$ cat config.mk
export PLATFORM = sky130hd
export DESIGN_NAME = chebyshev_call_driver
export DESIGN_NICKNAME = d
export VERILOG_FILES = /design/src/rtl/chebyshev_pkg.sv /design/src/rtl/chebyshev_res_fifo.sv /design/src/rtl/chebyshev_call_driver.sv
export SDC_FILE = /design/constraint.sdc
export NUM_CORES = 1
export LEC_CHECK = 0
export CORE_MARGIN = 5
export CORE_UTILIZATION = 59
export CTS_BUF_LIST = sky130_fd_sc_hd__clkbuf_8
export DETAILED_ROUTE_END_ITERATION = 7
export HOLD_SLACK_MARGIN = 0.15
export PLACE_DENSITY = 0.95
export SYNTH_ARGS = -nofsm -noshare
export SYNTH_HDL_FRONTEND = slang
export SYNTH_SLANG_ARGS = --single-unit
$ cat constraint.sdc
create_clock -name clock -period 4.75 [get_ports clock]
set_input_delay 0.95 -clock clock [delete_from_list [all_inputs] [get_ports clock]]
set_output_delay 0.95 -clock clock [all_outputs]
set_load 0.05 [all_outputs]
$ cat src/rtl/chebyshev_pkg.sv
// Shared types and defaults for the chebyshev kernel call driver.
// Holds the FSM encoding, the default widths and the issue-credit check.
package chebyshev_pkg;

    localparam int unsigned IDX_W_DEF        = 32;
    localparam int unsigned DATA_W_DEF       = 32;
    localparam int unsigned CNT_W_DEF        = 16;
    localparam int unsigned MAX_INFLIGHT_DEF = 8;
    localparam int unsigned ACC_W_DEF        = 48;

    typedef enum logic [1:0] {
        ST_IDLE,
        ST_ISSUE,
        ST_DRAIN,
        ST_REPORT
    } state_e;

    // A call may issue only while every outstanding result still has a FIFO slot.
    function automatic logic credit_ok(input int unsigned inflight,
                                       input int unsigned max_inflight);
        return inflight < max_inflight;
    endfunction

endpackage

$ cat src/rtl/chebyshev_res_fifo.sv
// Purpose: in-order synchronous result FIFO, DEPTH entries of WIDTH bits.
// Latency: a pushed word appears at dout/!empty one cycle after the push.
// Backpressure: push ignored while full, pop ignored while empty; full/empty/count are registered.
module chebyshev_res_fifo #(
    parameter  int unsigned DEPTH = 8,
    parameter  int unsigned WIDTH = 32,
    localparam int unsigned AW    = $clog2(DEPTH),
    localparam int unsigned CW    = AW + 1
) (
    input  logic             clock,
    input  logic             resetn,
    input  logic             push,
    input  logic [WIDTH-1:0] din,
    input  logic             pop,
    output logic [WIDTH-1:0] dout,
    output logic             full,
    output logic             empty,
    output logic [CW-1:0]    count
);

    logic [WIDTH-1:0] mem_q [DEPTH];
    logic [WIDTH-1:0] mem_d [DEPTH];
    logic [AW-1:0]    wr_ptr_q, wr_ptr_d;
    logic [AW-1:0]    rd_ptr_q, rd_ptr_d;
    logic [CW-1:0]    count_q, count_d;
    logic             do_push, do_pop;

    assign full  = (count_q == CW'(DEPTH));
    assign empty = (count_q == '0);
    assign count = count_q;
    assign dout  = mem_q[rd_ptr_q];

    always_comb begin
        mem_d    = mem_q;
        wr_ptr_d = wr_ptr_q;
        rd_ptr_d = rd_ptr_q;
        count_d  = count_q;
        do_push  = push && !full;
        do_pop   = pop && !empty;
        if (do_push) begin
            mem_d[wr_ptr_q] = din;
            wr_ptr_d        = wr_ptr_q + AW'(1);
        end
        if (do_pop) begin
            rd_ptr_d = rd_ptr_q + AW'(1);
        end
        case ({do_push, do_pop})
            2'b10:   count_d = count_q + CW'(1);
            2'b01:   count_d = count_q - CW'(1);
            default: count_d = count_q;
        endcase
    end

    always_ff @(posedge clock) begin
        if (!resetn) begin
            mem_q    <= '{default: '0};
            wr_ptr_q <= '0;
            rd_ptr_q <= '0;
            count_q  <= '0;
        end else begin
            mem_q    <= mem_d;
            wr_ptr_q <= wr_ptr_d;
            rd_ptr_q <= rd_ptr_d;
            count_q  <= count_d;
        end
    end

endmodule

$ cat src/rtl/chebyshev_call_driver.sv
// Purpose: sequence count kernel calls at base+i*stride, stream results in order, report their sum.
// Latency: first call one cycle after command accept; each result visible one cycle after its return.
// Backpressure: calls capped at MAX_INFLIGHT unpopped results; k_stall raised while the result FIFO is full.
module chebyshev_call_driver
    import chebyshev_pkg::*;
#(
    parameter int unsigned IDX_W        = IDX_W_DEF,
    parameter int unsigned DATA_W       = DATA_W_DEF,
    parameter int unsigned CNT_W        = CNT_W_DEF,
    parameter int unsigned MAX_INFLIGHT = MAX_INFLIGHT_DEF,
    parameter int unsigned ACC_W        = ACC_W_DEF
) (
    input  logic              clock,
    input  logic              resetn,
    input  logic              cmd_valid,
    output logic              cmd_ready,
    input  logic [IDX_W-1:0]  cmd_base,
    input  logic [IDX_W-1:0]  cmd_stride,
    input  logic [CNT_W-1:0]  cmd_count,
    output logic              k_start,
    input  logic              k_busy,
    output logic [IDX_W-1:0]  k_idx,
    input  logic              k_done,
    output logic              k_stall,
    input  logic [DATA_W-1:0] k_returndata,
    output logic              res_valid,
    input  logic              res_ready,
    output logic [DATA_W-1:0] res_data,
    output logic              res_last,
    output logic              sum_valid,
    output logic [ACC_W-1:0]  sum_data,
    output logic [CNT_W-1:0]  sum_count,
    output logic              stray_ret
);

    localparam int unsigned CW = $clog2(MAX_INFLIGHT) + 1;

    state_e              state_q, state_d;
    logic [IDX_W-1:0]    idx_q, idx_d;
    logic [IDX_W-1:0]    stride_q, stride_d;
    logic [CNT_W-1:0]    count_q, count_d;
    logic [CNT_W-1:0]    issued_q, issued_d;
    logic [CNT_W-1:0]    recv_q, recv_d;
    logic [CNT_W-1:0]    popped_q, popped_d;
    logic [ACC_W-1:0]    acc_q, acc_d;
    logic                stray_q, stray_d;

    logic [CNT_W-1:0]    inflight;
    logic                ret_push;
    logic                res_pop;
    logic [ACC_W-1:0]    ret_ext;
    logic                fifo_full, fifo_empty;
    logic [CW-1:0]       fifo_cnt;
    logic [DATA_W-1:0]   fifo_dout;

    chebyshev_res_fifo #(
        .DEPTH (MAX_INFLIGHT),
        .WIDTH (DATA_W)
    ) u_res_fifo (
        .clock  (clock),
        .resetn (resetn),
        .push   (ret_push),
        .din    (k_returndata),
        .pop    (res_pop),
        .dout   (fifo_dout),
        .full   (fifo_full),
        .empty  (fifo_empty),
        .count  (fifo_cnt)
    );

    // Outstanding = issued but not yet popped, so FIFO space is reserved at issue time.
    assign inflight  = issued_q - popped_q;
    assign ret_ext   = {{(ACC_W-DATA_W){k_returndata[DATA_W-1]}}, k_returndata};

    assign k_idx     = idx_q;
    assign k_stall   = fifo_full;
    assign res_valid = !fifo_empty;
    assign res_data  = fifo_dout;
    assign res_last  = res_valid && (popped_q == count_q - CNT_W'(1));
    assign res_pop   = res_valid && res_ready;
    assign sum_valid = (state_q == ST_REPORT);
    assign sum_data  = acc_q;
    assign sum_count = recv_q;
    assign stray_ret = stray_q;

    always_comb begin
        state_d   = state_q;
        idx_d     = idx_q;
        stride_d  = stride_q;
        count_d   = count_q;
        issued_d  = issued_q;
        recv_d    = recv_q;
        popped_d  = popped_q;
        acc_d     = acc_q;
        stray_d   = 1'b0;
        cmd_ready = 1'b0;
        k_start   = 1'b0;
        ret_push  = 1'b0;

        if (res_pop) begin
            popped_d = popped_q + CNT_W'(1);
        end

        if ((state_q == ST_ISSUE || state_q == ST_DRAIN) && k_done && !k_stall) begin
            ret_push = 1'b1;
            recv_d   = recv_q + CNT_W'(1);
            acc_d    = acc_q + ret_ext;
        end

        case (state_q)
            ST_IDLE: begin
                cmd_ready = 1'b1;
                stray_d   = k_done;
                if (cmd_valid) begin
                    idx_d    = cmd_base;
                    stride_d = cmd_stride;
                    count_d  = cmd_count;
                    issued_d = '0;
                    recv_d   = '0;
                    popped_d = '0;
                    acc_d    = '0;
                    state_d  = (cmd_count == '0) ? ST_REPORT : ST_ISSUE;
                end
            end
            ST_ISSUE: begin
                k_start = credit_ok(32'(inflight), MAX_INFLIGHT);
                if (k_start && !k_busy) begin
                    idx_d    = idx_q + stride_q;
                    issued_d = issued_q + CNT_W'(1);
                    if (issued_q + CNT_W'(1) == count_q) begin
                        state_d = ST_DRAIN;
                    end
                end
            end
            ST_DRAIN: begin
                if (res_pop && res_last && recv_q == count_q) begin
                    state_d = ST_REPORT;
                end
            end
            ST_REPORT: begin
                state_d = ST_IDLE;
            end
            default: begin
                state_d = ST_IDLE;
            end
        endcase
    end

    always_ff @(posedge clock) begin
        if (!resetn) begin
            state_q  <= ST_IDLE;
            idx_q    <= '0;
            stride_q <= '0;
            count_q  <= '0;
            issued_q <= '0;
            recv_q   <= '0;
            popped_q <= '0;
            acc_q    <= '0;
            stray_q  <= 1'b0;
        end else begin
            state_q  <= state_d;
            idx_q    <= idx_d;
            stride_q <= stride_d;
            count_q  <= count_d;
            issued_q <= issued_d;
            recv_q   <= recv_d;
            popped_q <= popped_d;
            acc_q    <= acc_d;
            stray_q  <= stray_d;
        end
    end

    a_no_overflow: assert property (@(posedge clock) disable iff (!resetn)
        !(ret_push && fifo_full) && (fifo_cnt <= CW'(MAX_INFLIGHT)));

endmodule

==> impl_results.md <==
- Initial Utilization: 0.594
- Nature of the critical path startpoint: flop
- Setup Buffers After CTS: 0
- Worst Setup SP: popped_q[2]
- Combinational power share: 0.420
- Die extent in x: 212 um
- Failing checks: DRC
- Ant diodes: 0
- I/O Buffers: 252
- Max Cap Viol: 0
- DP Worst Slack: around 0.22 ns
- Max Clock Skew: 0.0729 ns
- Dpl cell area: 27300 sq um
- H-tree Lvls: 3
- Sequential power share: 0.321
- Worst hold stages: 2
- Crit Path Max Fanout: 8
- 1st-iter DRT viols: around 3300
- HP Start: u_res_fifo.mem_q[57]
- Mean Syn Cell Area: 8.07 sq um
- Crit path largest cell delay: 0.48 ns
- Slew Viols, Final: 0
- Core area: 40600 sq um
- Synth Cell Area: about 24000 sq um
- Die Y: 212 um
- Internal Power: 0.00818 W
- Switching Power: 0.00570 W
- Sw Ratio: 0.411
- Detail Route Antenna Nets: 0
- Post-DR wirelength/cell: 20.6 um
- Fillers: 2700
- Final Hold Fails: 0
- Root Buffer: clkbuf_8
- Library cells used by synthesis: 80
- Mapped Cells: 2992
- Status: complete, but fails checks
- Routed via count: 24072
- Dpl hpwl: 50.2 mm
- Clock Path Buffers: 3
- I/O Pins: 253
- Area grow syn2layout: 19.5%
- Slowest library cell on the worst path: dfxtp_1
- Crit Path Category: flop to output port
- Final Instance Area: 28900 sq um
- Post-CTS Hold Buffers: 0
- TritonCTS Buffers: between 70 and 80
- WP data arrival: 3.75 ns
- Vias in the first global route: 23293
- Worst path bufs/invs: 2
- GR Overflow Total: 0
- Clock sinks: roughly 450
- F_max: between 200 and 250 MHz
- RSZ-0062 raised after global routing: no
- Drt pass-1 iters: 8
- All-Layer GR Usage: 0.332
- Final setup margin: 0.0536 ns
- Mapped Nets: 3218
- Worst-path clk slew: 0.06 ns
- Num rows: 74
- Clock power frac: 0.260
- Share of cells above drive strength 1: 0.113
- First-pass GRT wire length: 122 mm
- Final WL: a little under 80 mm
- Hold Worst Slack: 0.451 ns
- Period minus WS final: approximately 4.7 ns
- # DRC: 1
- Nets: roughly 3400
- P_leak: 10.8 nW
- Setup tns final: 0 ns
- Synth warnings: 0
- Tightest Pin Transition: approximately 1.2 ns
- # setup viols final: 0
- Worst EP required: about 3.8 ns
- Critical path's top delay family: compound AO/OA/AOI/OAI gates
- Die ar.: 45100 sq um
- Hold WC Path Type: flop to flop
- Slew margin rel.: 0.185
- Initial antenna violation count: 1
- Vias/cell: between 6 and 7
- Synth Register Bits: 445
- Crit share post-route: 0.989
- Clk_lat worst skew: 0.66 ns
- Element type at the critical path end: output port
- Sequential area share after synthesis: 0.369
- EDFF count, synth: 0
- VDD IR max: 0.340 mV
- RR Startpoint: popped_q[2]
- CP Depth: 11
- GP Congestion: 0.936
- Async SR Flop Fraction: 0
- Pwr/cell area: 481 nW/um^2
- CTS tree: done
- Main synth FF type: dfxtp_1
- Worst R2R Path Depth: 13
- CP Cell Sequence: inv_1 -> ha_1 -> a21o_1 -> a31oi_4 -> o211ai_2 -> a41oi_2 -> a21oi_1 -> mux2i_1 -> nand3_1 -> nor2_1 -> buf_4
- Largest net degree at the start of global routing: 141
==> worst min-delay path, stage by stage (launching register included) <==
cell and delay, ns:
dfxtp_1 0.31, nand2_1 0.05, a21oi_1 0.05
==> path summary, 6_finish.rpt <==
path | end | slack [ns]
setup / recovery | k_start | 0.05
hold / removal | u_res_fifo.mem_q[57] | 0.45
setup reg to reg | k_idx[23] | 0.55
hold reg to reg | u_res_fifo.mem_q[57] | 0.45
==> cells in the final DEF (no fill, tap or decap), types with 50 or more instances in the layout <==
| master | count |
|---|---|
| clkbuf_8 | 97 |
| clkdlybuf4s50_1 | 250 |
| mux4_2 | 64 |
| nor2_1 | 157 |
| a21o_1 | 50 |
| nand3_1 | 50 |
| xnor2_1 | 97 |
| nand2_1 | 761 |
| a21oi_1 | 428 |
| xor2_1 | 60 |
| inv_1 | 84 |
| buf_4 | 92 |
| ha_1 | 105 |
| dfxtp_1 | 442 |
| o21ai_0 | 75 |
==> through the flow <==
step           std cells  total power [W]   util
3_3_place_gp        3657           0.0100  0.671
5_1_grt             3794           0.0145  0.710
3_5_place_dp        3657           0.0102  0.671
4_1_cts             3794           0.0138  0.710
6_report            3794           0.0139  0.710
2_1_floorplan       2992          0.00856      -
==> flip-flops by register name, indices dropped and copies added (netlist names) <==
signal               cells
k_idx                   32
sum_count               16
state_q                  2
issued_q                16
stride_q                32
u_res_fifo.count         4
popped_q                16
u_res_fifo.rd_ptr_q      3
u_res_fifo.wr_ptr_q      3
count_q                 16
stray_ret                1
u_res_fifo.mem_q       256
sum_data                48
==> cells by family (layout without fill, tap and decap cells) <==
group / Yosys count / after routing / synth area share
AO/OA/AOI/OAI: 706 / 706 / 0.176
XOR/XNOR: 157 / 157 / 0.0569
adder cells (fa/ha/maj): 108 / 108 / 0.0569
buffers and inverters: 278 / 548 / 0.0467
flip-flops: 445 / 445 / 0.369
multiplexers: 128 / 128 / 0.0880
AND/OR/NAND/NOR: 1170 / 1170 / 0.207
==> cell usage after synthesis (40+ instances only) <==
| cell type | n | area share |
|---|---|---|
| mux4_2 | 64 | 0.060 |
| xnor2_1 | 97 | 0.035 |
| inv_1 | 61 | 0.0095 |
| xor2_1 | 60 | 0.022 |
| a21o_1 | 50 | 0.016 |
| clkbuf_1 | 154 | 0.024 |
| nand2_1 | 762 | 0.12 |
| o21ai_0 | 75 | 0.016 |
| nand3_1 | 50 | 0.010 |
| dfxtp_1 | 445 | 0.37 |
| ha_1 | 105 | 0.054 |
| nor3_1 | 40 | 0.0083 |
| nor2_1 | 158 | 0.025 |
| a21oi_1 | 428 | 0.089 |
==> layer usage <==
metal	up-vias	track usage	wire length (um)
met5	-	0	13
met4	2	0.179	4680
met3	425	0.0806	9300
met2	1720	0.525	35400
met1	11146	0.423	28800
li1	10779	-	-
==> area by class of cell <==
type	instances	area, sq um	area share
Multi-Input combinational cell	2269	14200	0.491
Clock buffer	97	1340	0.0463
Inverter	64	248	0.00858
Sequential cell	445	8910	0.309
Tap cell	532	666	0.0231
Clock inverter	40	254	0.00880
Timing Repair Buffer	347	3280	0.114
==> power groups by stage <==
stage | Clock [W] | Combinational (W) | Sequential, W
global placement | 0 | 0.00553 | 0.00449
detailed placement | 0 | 0.00567 | 0.00450
CTS | 0.00361 | 0.00574 | 0.00443
global route | 0.00378 | 0.00620 | 0.00448
floorplan | 0 | 0.00359 | 0.00497
finish | 0.00360 | 0.00582 | 0.00445
==> repair_timing <==
item	4_1_cts	5_1_grt
pin swaps	0	0
resized for setup	1	3
endpoints found under the setup margin	1	2
No activity file was read; power rests on OpenSTA's default activity.
